===== src/rtl/lpt_fetch_if.sv =====
// lpt_fetch_if: read-only video RAM port used by the LPT fetcher.
// ram_a is the read address; ram_q is the registered read data (1-cycle latency).
interface lpt_fetch_if #(
    parameter int AW = 16
);
    logic [AW-1:0] ram_a;
    logic [7:0]    ram_q;

    modport master (output ram_a, input ram_q);
    modport slave  (input ram_a, output ram_q);
endinterface


===== src/rtl/lpt_fetch.sv =====
// lpt_fetch: walks the line parameter table in video RAM, one 16-byte line
// parameter block per req, and presents the decoded fields.
// Build option LPT_SHADOW_EN: bytes go to a shadow set and all fields are
// published together with done; otherwise each field byte updates as it lands.
//
// state | meaning
// IDLE  | waiting for req; restart reloads ptr immediately
// FETCH | issuing addresses ptr+0 .. ptr+15
// DRAIN | collecting the last two bytes still in the RAM pipeline
module lpt_fetch #(
    parameter int AW = 16
) (
    input  logic          clock,
    input  logic          reset,
    input  logic [AW-1:0] lpt_base,
    input  logic          restart,
    input  logic          req,
    lpt_fetch_if.master   ram,
    output logic          busy,
    output logic          done,
    output logic [7:0]    lines,
    output logic [7:0]    mode,
    output logic [7:0]    lmargin,
    output logic [7:0]    rmargin,
    output logic [15:0]   ld1,
    output logic [15:0]   ld2,
    output logic [63:0]   palette
);

    typedef enum logic [1:0] {IDLE, FETCH, DRAIN} state_t;

    state_t        state, state_nx;
    logic [4:0]    cnt;
    logic [AW-1:0] ptr;
    logic [AW-1:0] addr;
    logic          restart_pend;
    logic [7:0]    fld [16];
    logic [AW-1:0] base_al;
    logic [4:0]    cap_off;
    logic [3:0]    cap_idx;
    logic          cap_en;
    logic          reload_flag;
    logic          unused_base;

`ifdef LPT_SHADOW_EN
    logic [7:0]    shd [16];
    assign reload_flag = shd[1][0];
`else
    assign reload_flag = fld[1][0];
`endif

    assign base_al     = {lpt_base[AW-1:4], 4'h0};
    assign unused_base = ^lpt_base[3:0];
    // cnt equals n right before edge En, so byte n-2 is on ram_q at that edge
    assign cap_off     = cnt - 5'd2;
    assign cap_idx     = cap_off[3:0];
    assign cap_en      = (state != IDLE) && (cnt >= 5'd2);

    assign ram.ram_a = addr;
    // done's cycle still counts as busy even though the FSM is already idle
    assign busy      = (state != IDLE) || done;

    assign lines   = fld[0];
    assign mode    = fld[1];
    assign lmargin = fld[2];
    assign rmargin = fld[3];
    assign ld1     = {fld[5], fld[4]};
    assign ld2     = {fld[7], fld[6]};
    assign palette = {fld[15], fld[14], fld[13], fld[12], fld[11], fld[10], fld[9], fld[8]};

    // State register
    always_ff @(posedge clock) begin
        if (reset) state <= IDLE;
        else       state <= state_nx;
    end

    // Next-state decode
    always_comb begin
        state_nx = state;
        case (state)
            IDLE:    if (req) state_nx = FETCH;
            FETCH:   if (cnt == 5'd15) state_nx = DRAIN;
            DRAIN:   if (cnt == 5'd17) state_nx = IDLE;
            default: state_nx = IDLE;
        endcase
    end

    // Address generation, pointer walk, restart bookkeeping and done pulse
    always_ff @(posedge clock) begin
        if (reset) begin
            cnt          <= '0;
            ptr          <= '0;
            addr         <= '0;
            restart_pend <= 1'b0;
            done         <= 1'b0;
        end else begin
            done <= 1'b0;
            case (state)
                IDLE: begin
                    if (restart) ptr <= base_al;
                    if (req) begin
                        // a simultaneous restart must already steer the first address
                        addr <= restart ? base_al : ptr;
                        cnt  <= 5'd1;
                    end
                end
                FETCH: begin
                    addr <= ptr + AW'(cnt[3:0]);
                    cnt  <= cnt + 5'd1;
                    if (restart) restart_pend <= 1'b1;
                end
                DRAIN: begin
                    cnt <= cnt + 5'd1;
                    if (restart) restart_pend <= 1'b1;
                    if (cnt == 5'd17) begin
                        if (restart_pend || restart || reload_flag) ptr <= base_al;
                        else                                        ptr <= ptr + AW'(16);
                        restart_pend <= 1'b0;
                        done         <= 1'b1;
                    end
                end
                default: cnt <= '0;
            endcase
        end
    end

    // Byte capture into the field registers (directly or via the shadow set)
    always_ff @(posedge clock) begin
        if (reset) begin
            for (int i = 0; i < 16; i++) fld[i] <= '0;
`ifdef LPT_SHADOW_EN
            for (int i = 0; i < 16; i++) shd[i] <= '0;
`endif
        end else if (cap_en) begin
`ifdef LPT_SHADOW_EN
            shd[cap_idx] <= ram.ram_q;
            if (cnt == 5'd17) begin
                for (int i = 0; i < 15; i++) fld[i] <= shd[i];
                fld[15] <= ram.ram_q;
            end
`else
            fld[cap_idx] <= ram.ram_q;
`endif
        end
    end

endmodule

===== src/flat_wrapper.sv =====
// flat-port wrapper written by rule: the top's interface ports become plain ports
module lpt_fetch_flat 
#(
    parameter int AW = 16
)
  (clock, reset, lpt_base, restart, req, busy, done, lines, mode, lmargin, rmargin, ld1, ld2, palette, ram_ram_a, ram_ram_q);
  lpt_fetch_if #(.AW(AW)) ram_i ();
  input  logic clock;
  input  logic reset;
  input  logic [AW-1:0] lpt_base;
  input  logic restart;
  input  logic req;
  output logic busy;
  output logic done;
  output logic [7:0] lines;
  output logic [7:0] mode;
  output logic [7:0] lmargin;
  output logic [7:0] rmargin;
  output logic [15:0] ld1;
  output logic [15:0] ld2;
  output logic [63:0] palette;
  output wire logic [$bits(ram_i.ram_a)-1:0] ram_ram_a;
  input wire logic [$bits(ram_i.ram_q)-1:0] ram_ram_q;
  assign ram_ram_a = ram_i.ram_a;
  assign ram_i.ram_q = ram_ram_q;
  lpt_fetch #(.AW(AW)) u_core (.clock(clock), .reset(reset), .lpt_base(lpt_base), .restart(restart), .req(req), .ram(ram_i), .busy(busy), .done(done), .lines(lines), .mode(mode), .lmargin(lmargin), .rmargin(rmargin), .ld1(ld1), .ld2(ld2), .palette(palette));
endmodule

===== config.mk =====
export PLATFORM = sky130hd
export DESIGN_NAME = lpt_fetch_flat
export DESIGN_NICKNAME = d
export VERILOG_FILES = /design/src/rtl/lpt_fetch_if.sv /design/src/rtl/lpt_fetch.sv /design/src/flat_wrapper.sv
export SDC_FILE = /design/constraint.sdc
export NUM_CORES = 1
export LEC_CHECK = 0
export CORE_MARGIN = 3
export CORE_UTILIZATION = 25
export CTS_CLUSTER_DIAMETER = 120
export DETAILED_ROUTE_END_ITERATION = 8
export PLACE_DENSITY = 0.49
export SETUP_SLACK_MARGIN = 0.05
export SLEW_MARGIN = 15
export SYNTH_ARGS = -nofsm -noshare
export SYNTH_HDL_FRONTEND = slang
export SYNTH_SLANG_ARGS = --single-unit

===== constraint.sdc =====
create_clock -name clock -period 2.4 [get_ports clock]
set_input_delay 0.6 -clock clock [delete_from_list [all_inputs] [get_ports clock]]
set_output_delay 0.6 -clock clock [all_outputs]
set_load 0.01 [all_outputs]

==> impl_metrics.sql <==
INSERT INTO impl_metrics (metric_group, metric, value, unit) VALUES
('status', 'outcome', 'completed', ''),
('drt', 'num_vias', '5820', ''),
('clock_tree', 'cts-buffers-inserted', '17', ''),
('setup_path', 'timing_worst_setup_path_type', 'reg2out', ''),
('die', 'placeableCoreArea', '0.03075', 'mm^2'),
('drt', 'maxUsedRoutingLayer', 'met4', ''),
('drt', 'final_antenna_net_count', '0', ''),
('setup_path', 'worstPathArrival', '1.57', 'ns'),
('logic_synthesis', 'post_synthesis_sequential_element_count', '169', ''),
('drt', 'detail_route.drc_violations', '0', ''),
('drt', 'met3_length', '1407', 'um'),
('logic_synthesis', 'number_of_nets_produced_by_synthesis', '711', ''),
('placement', 'pre_cts_slack', '-0.1445', 'ns'),
('timing', 'maxClockFrequency', '460.3', 'MHz'),
('clock_tree', 'tritoncts', 'done', ''),
('setup_path', 'critical_path.cell_chain', 'inv_1 > ha_1 > buf_4 > nand2b_1 > dlygate4sd2_1', ''),
('clock_tree', 'resized_gates_after_cts', '3', ''),
('timing', 'finalSetupViolCount', '0', ''),
('die', 'row_count', '64', ''),
('clock_tree', 'cts_hold_buf', '0', ''),
('pwr', 'power_per_cell_area', '660.7', 'mW/mm^2'),
('logic_synthesis', 'synth.avg_cell_area', '11.77', 'um^2'),
('timing', 'rsz0062_at_grt', 'no', ''),
('die', 'die_width', '183.1', 'um'),
('setup_path', 'worst_path_largest_cell_delay', '0.36', 'ns'),
('timing', 'fin_worst_hold_slack', '0.4618', 'ns'),
('global_routing', 'first_global_vias', '5741', ''),
('global_routing', 'wire_length_of_the_first_global_routing_pass', '34910', 'um'),
('timing', 'final_max_slew_viol_count', '0', ''),
('min_path', 'hp-class', 'reg2reg', ''),
('layout', 'area_delta_synth_final', '41.26', '%'),
('setup_path', 'cp_data_required_time', '1.80', 'ns'),
('layout', 'num-nets-final', '942', ''),
('timing', 'slew_headroom', '69.72', '%'),
('die', 'chipHeight', '183.1', 'um'),
('setup_path', 'sum_of_buffers_and_inverters_on_the_critical_path', '3', ''),
('pwr', 'cellLeakagePower', '0.004173', 'uW'),
('logic_synthesis', 'synth-edff-count', '128', ''),
('logic_synthesis', 'synth_ff_type', 'sky130_fd_sc_hd__edfxtp_1', ''),
('logic_synthesis', 'proportion_of_register_bits_with_asynchronous_set_or_reset_after_synthesis', '0', '%'),
('die', 'ioPinCount', '174', ''),
('placement', 'routabilityCongestion', '0.8881', ''),
('drt', 'postRouteWirelength', '23290', 'um'),
('setup_path', 'endpoint_kind', 'primary output', ''),
('clock_tree', 'clkSlewWorstSetupHoldPaths', '0.08', 'ns'),
('drt', 'metal1_wirelength', '11380', 'um'),
('timing', 'final_setup_slack_of_the_worst_path', '0.2275', 'ns'),
('clock_tree', 'insertion_delay', '0.43', 'ns'),
('flow_run', 'maxCapViolations', '0', ''),
('drt', 'detailed_routing_iteration_count_for_the_pre_antenna_repair_pass', '5', ''),
('global_routing', 'antenna_found_initial', '0', ''),
('pwr', 'vdd_drop_max', '0.4372', 'mV'),
('layout', 'final_layout_size_suffix_gt1_share', '15.93', '%'),
('drt', 'routed_vias_inst', '4.456', ''),
('clock_tree', 'max_h_tree_level', '4', ''),
('global_routing', 'grt_max_degree', '32', ''),
('die', 'initial_util', '25.49', '%'),
('clock_tree', 'cts.sinks', '169', ''),
('setup_path', 'critPathTopFamily', 'buffers and inverters', ''),
('global_routing', 'globalRoute.totalOverflow', '0', ''),
('logic_synthesis', 'synth_warnings', '0', ''),
('logic_synthesis', 'synthesis.instances', '666', ''),
('die', 'floorplan.die_area', '0.03352', 'mm^2'),
('clock_tree', 'postCtsSetupBuffers', '0', ''),
('placement', 'placement.io_buffers', '169', ''),
('setup_path', 'path_max_fanout', '7', ''),
('logic_synthesis', 'synthesis.area', '0.007839', 'mm^2'),
('timing', 'worst-slew-pin-transition', '0.4539', 'ns'),
('global_routing', 'groute.usage.overall', '13.72', '%'),
('setup_path', 'worst_setup_path_start_kind', 'register', ''),
('timing', 'timing_hold_violations_final', '0', ''),
('timing', 'period_needed', '2.173', 'ns'),
('timing', 'timing.clock.skew', '0.02210', 'ns'),
('clock_tree', 'cts-root-to-sink-buffers', '2', ''),
('timing', 'period_share', '90.52', '%'),
('drt', 'routed_wire_length_per_instance', '17.83', 'um'),
('logic_synthesis', 'seq_area_frac_synth', '59.51', '%'),
('logic_synthesis', 'synth_cell_type_count', '59', ''),
('placement', 'dp.final_hpwl', '16630', 'um'),
('drt', 'initialDrtViolationCount', '299', ''),
('drt', 'met2_length', '10280', 'um'),
('setup_path', 'slowest_stage_cell_crit_path', 'sky130_fd_sc_hd__dfxtp_2', ''),
('clock_tree', 'cts_root_buf', 'sky130_fd_sc_hd__clkbuf_16', ''),
('layout', 'antenna-diode-count', '0', '');
worst paths after layout:
path	start	end	slack [ns]	depth (start not counted)
setup reg to reg	u_core.cnt[2]	u_core.fld[6][4]	0.25	6
hold / removal	u_core.ram.ram_a[10]	u_core.ram.ram_a[10]	0.46	2
setup / recovery	u_core.state[0]	busy	0.23	5
hold reg to reg	u_core.ram.ram_a[10]	u_core.ram.ram_a[10]	0.46	2
state kept, by name (all words and copies together), names as in the netlist:
name                 cells
u_core.cnt               5
u_core.state             2
u_core.done              1
u_core.fld             128
u_core.restart_pend      1
u_core.ram.ram_a        16
u_core.ptr              16
cell families after synthesis:
logic type | Yosys count | synth area share [%]
multiplexers | 14 | 1.852
flip-flops | 169 | 59.51
AO/OA/AOI/OAI | 129 | 10.20
buffers and inverters | 48 | 2.634
XOR/XNOR | 18 | 2.011
adder cells (fa/ha/maj) | 17 | 2.809
AND/OR/NAND/NOR | 271 | 20.99
routing by layer:
layer	GRT usage [%]	vias to the layer above
li1	-	2839
met1	19.69	2739
met2	21.17	225
met3	3.173	17
met4	3.169	0
met5	0	-
per-stage QoR:
| step | total power [uW] | std cells | TNS, ns | instance area [um^2] | util [%] |
|---|---|---|---|---|---|
| after global routing | 7613 | 1306 | 0 | 11070 | 36.01 |
| after global placement | 4582 | 1274 | -4.542 | 10470 | 34.06 |
| after detailed placement | 4578 | 1274 | -6.008 | 10470 | 34.06 |
| after floorplan | 3965 | 666 | -12.02 | 7839 | - |
| final | 7316 | 1306 | 0 | 11070 | 36.01 |
| after CTS | 7393 | 1306 | 0 | 11070 | 36.01 |
worst reg2reg max path, stage by stage (launching register included):
cell and delay, ns:
sky130_fd_sc_hd__dfxtp_1 0.46, sky130_fd_sc_hd__inv_1 0.10, sky130_fd_sc_hd__ha_1 0.24, sky130_fd_sc_hd__xnor2_1 0.24, sky130_fd_sc_hd__or2b_1 0.39, sky130_fd_sc_hd__o21ai_0 0.24, sky130_fd_sc_hd__buf_4 0.21
Yosys cell counts, drive strengths merged, types with 2 or more instances:
master	count	share of area (%)
o21ai	41	2.6
a31oi	6	0.48
dfxtp	41	10
buf	11	0.85
xor2	11	1.2
inv	11	0.53
a21oi	43	2.7
nand3	8	0.51
o221a	2	0.29
nor2b	3	0.24
nand4	3	0.24
clkbuf	26	1.3
a311oi	2	0.45
edfxtp	128	49
o211ai	3	0.29
mux2i	10	1.3
nand2	33	2.0
ha	16	2.6
mux2	4	0.57
nor2	47	3.8
and3	5	0.41
a22oi	4	0.45
xnor2	7	0.78
nand2b	8	0.64
o221ai	4	0.45
or3	3	0.24
and2	136	11
nor3	13	0.83
a211oi	13	1.2
nor3b	6	0.57
layout make-up:
type | count | area [um^2]
Inverter | 11 | 41.29
Clock buffer | 17 | 425.4
Multi-Input combinational cell | 449 | 2968
Clock inverter | 15 | 172.7
Timing Repair Buffer | 249 | 2303
Fill cell | 3076 | 19680
Sequential cell | 169 | 4667
Tap cell | 396 | 495.5
cells in the final DEF, fill, tap and decap left out, types with 8 or more instances in the layout:
master                            count
sky130_fd_sc_hd__dfxtp_1             39
sky130_fd_sc_hd__and2_1             135
sky130_fd_sc_hd__o21ai_0             36
sky130_fd_sc_hd__edfxtp_1           128
sky130_fd_sc_hd__a211oi_1            13
sky130_fd_sc_hd__nor2_1              30
sky130_fd_sc_hd__a21oi_1             43
sky130_fd_sc_hd__clkdlybuf4s50_1    168
sky130_fd_sc_hd__nor2_4              16
sky130_fd_sc_hd__inv_1               11
sky130_fd_sc_hd__xor2_1              11
sky130_fd_sc_hd__buf_4               79
sky130_fd_sc_hd__nand2b_1             8
sky130_fd_sc_hd__mux2i_1             10
sky130_fd_sc_hd__nand2_1             29
sky130_fd_sc_hd__nand3_1              8
sky130_fd_sc_hd__ha_1                16
sky130_fd_sc_hd__nor3_1              13
sky130_fd_sc_hd__clkbuf_16           17
report_power, final:
group / leakage, uW / total (uW) / switching (uW) / internal [uW]
registers: 0.00166 / 3400 / 119 / 3280
clock network: 0.000294 / 2800 / 1310 / 1490
logic: 0.00222 / 1110 / 591 / 522
total: 0.00417 / 7320 / 2020 / 5290
Power figures use the tool's default switching activity.
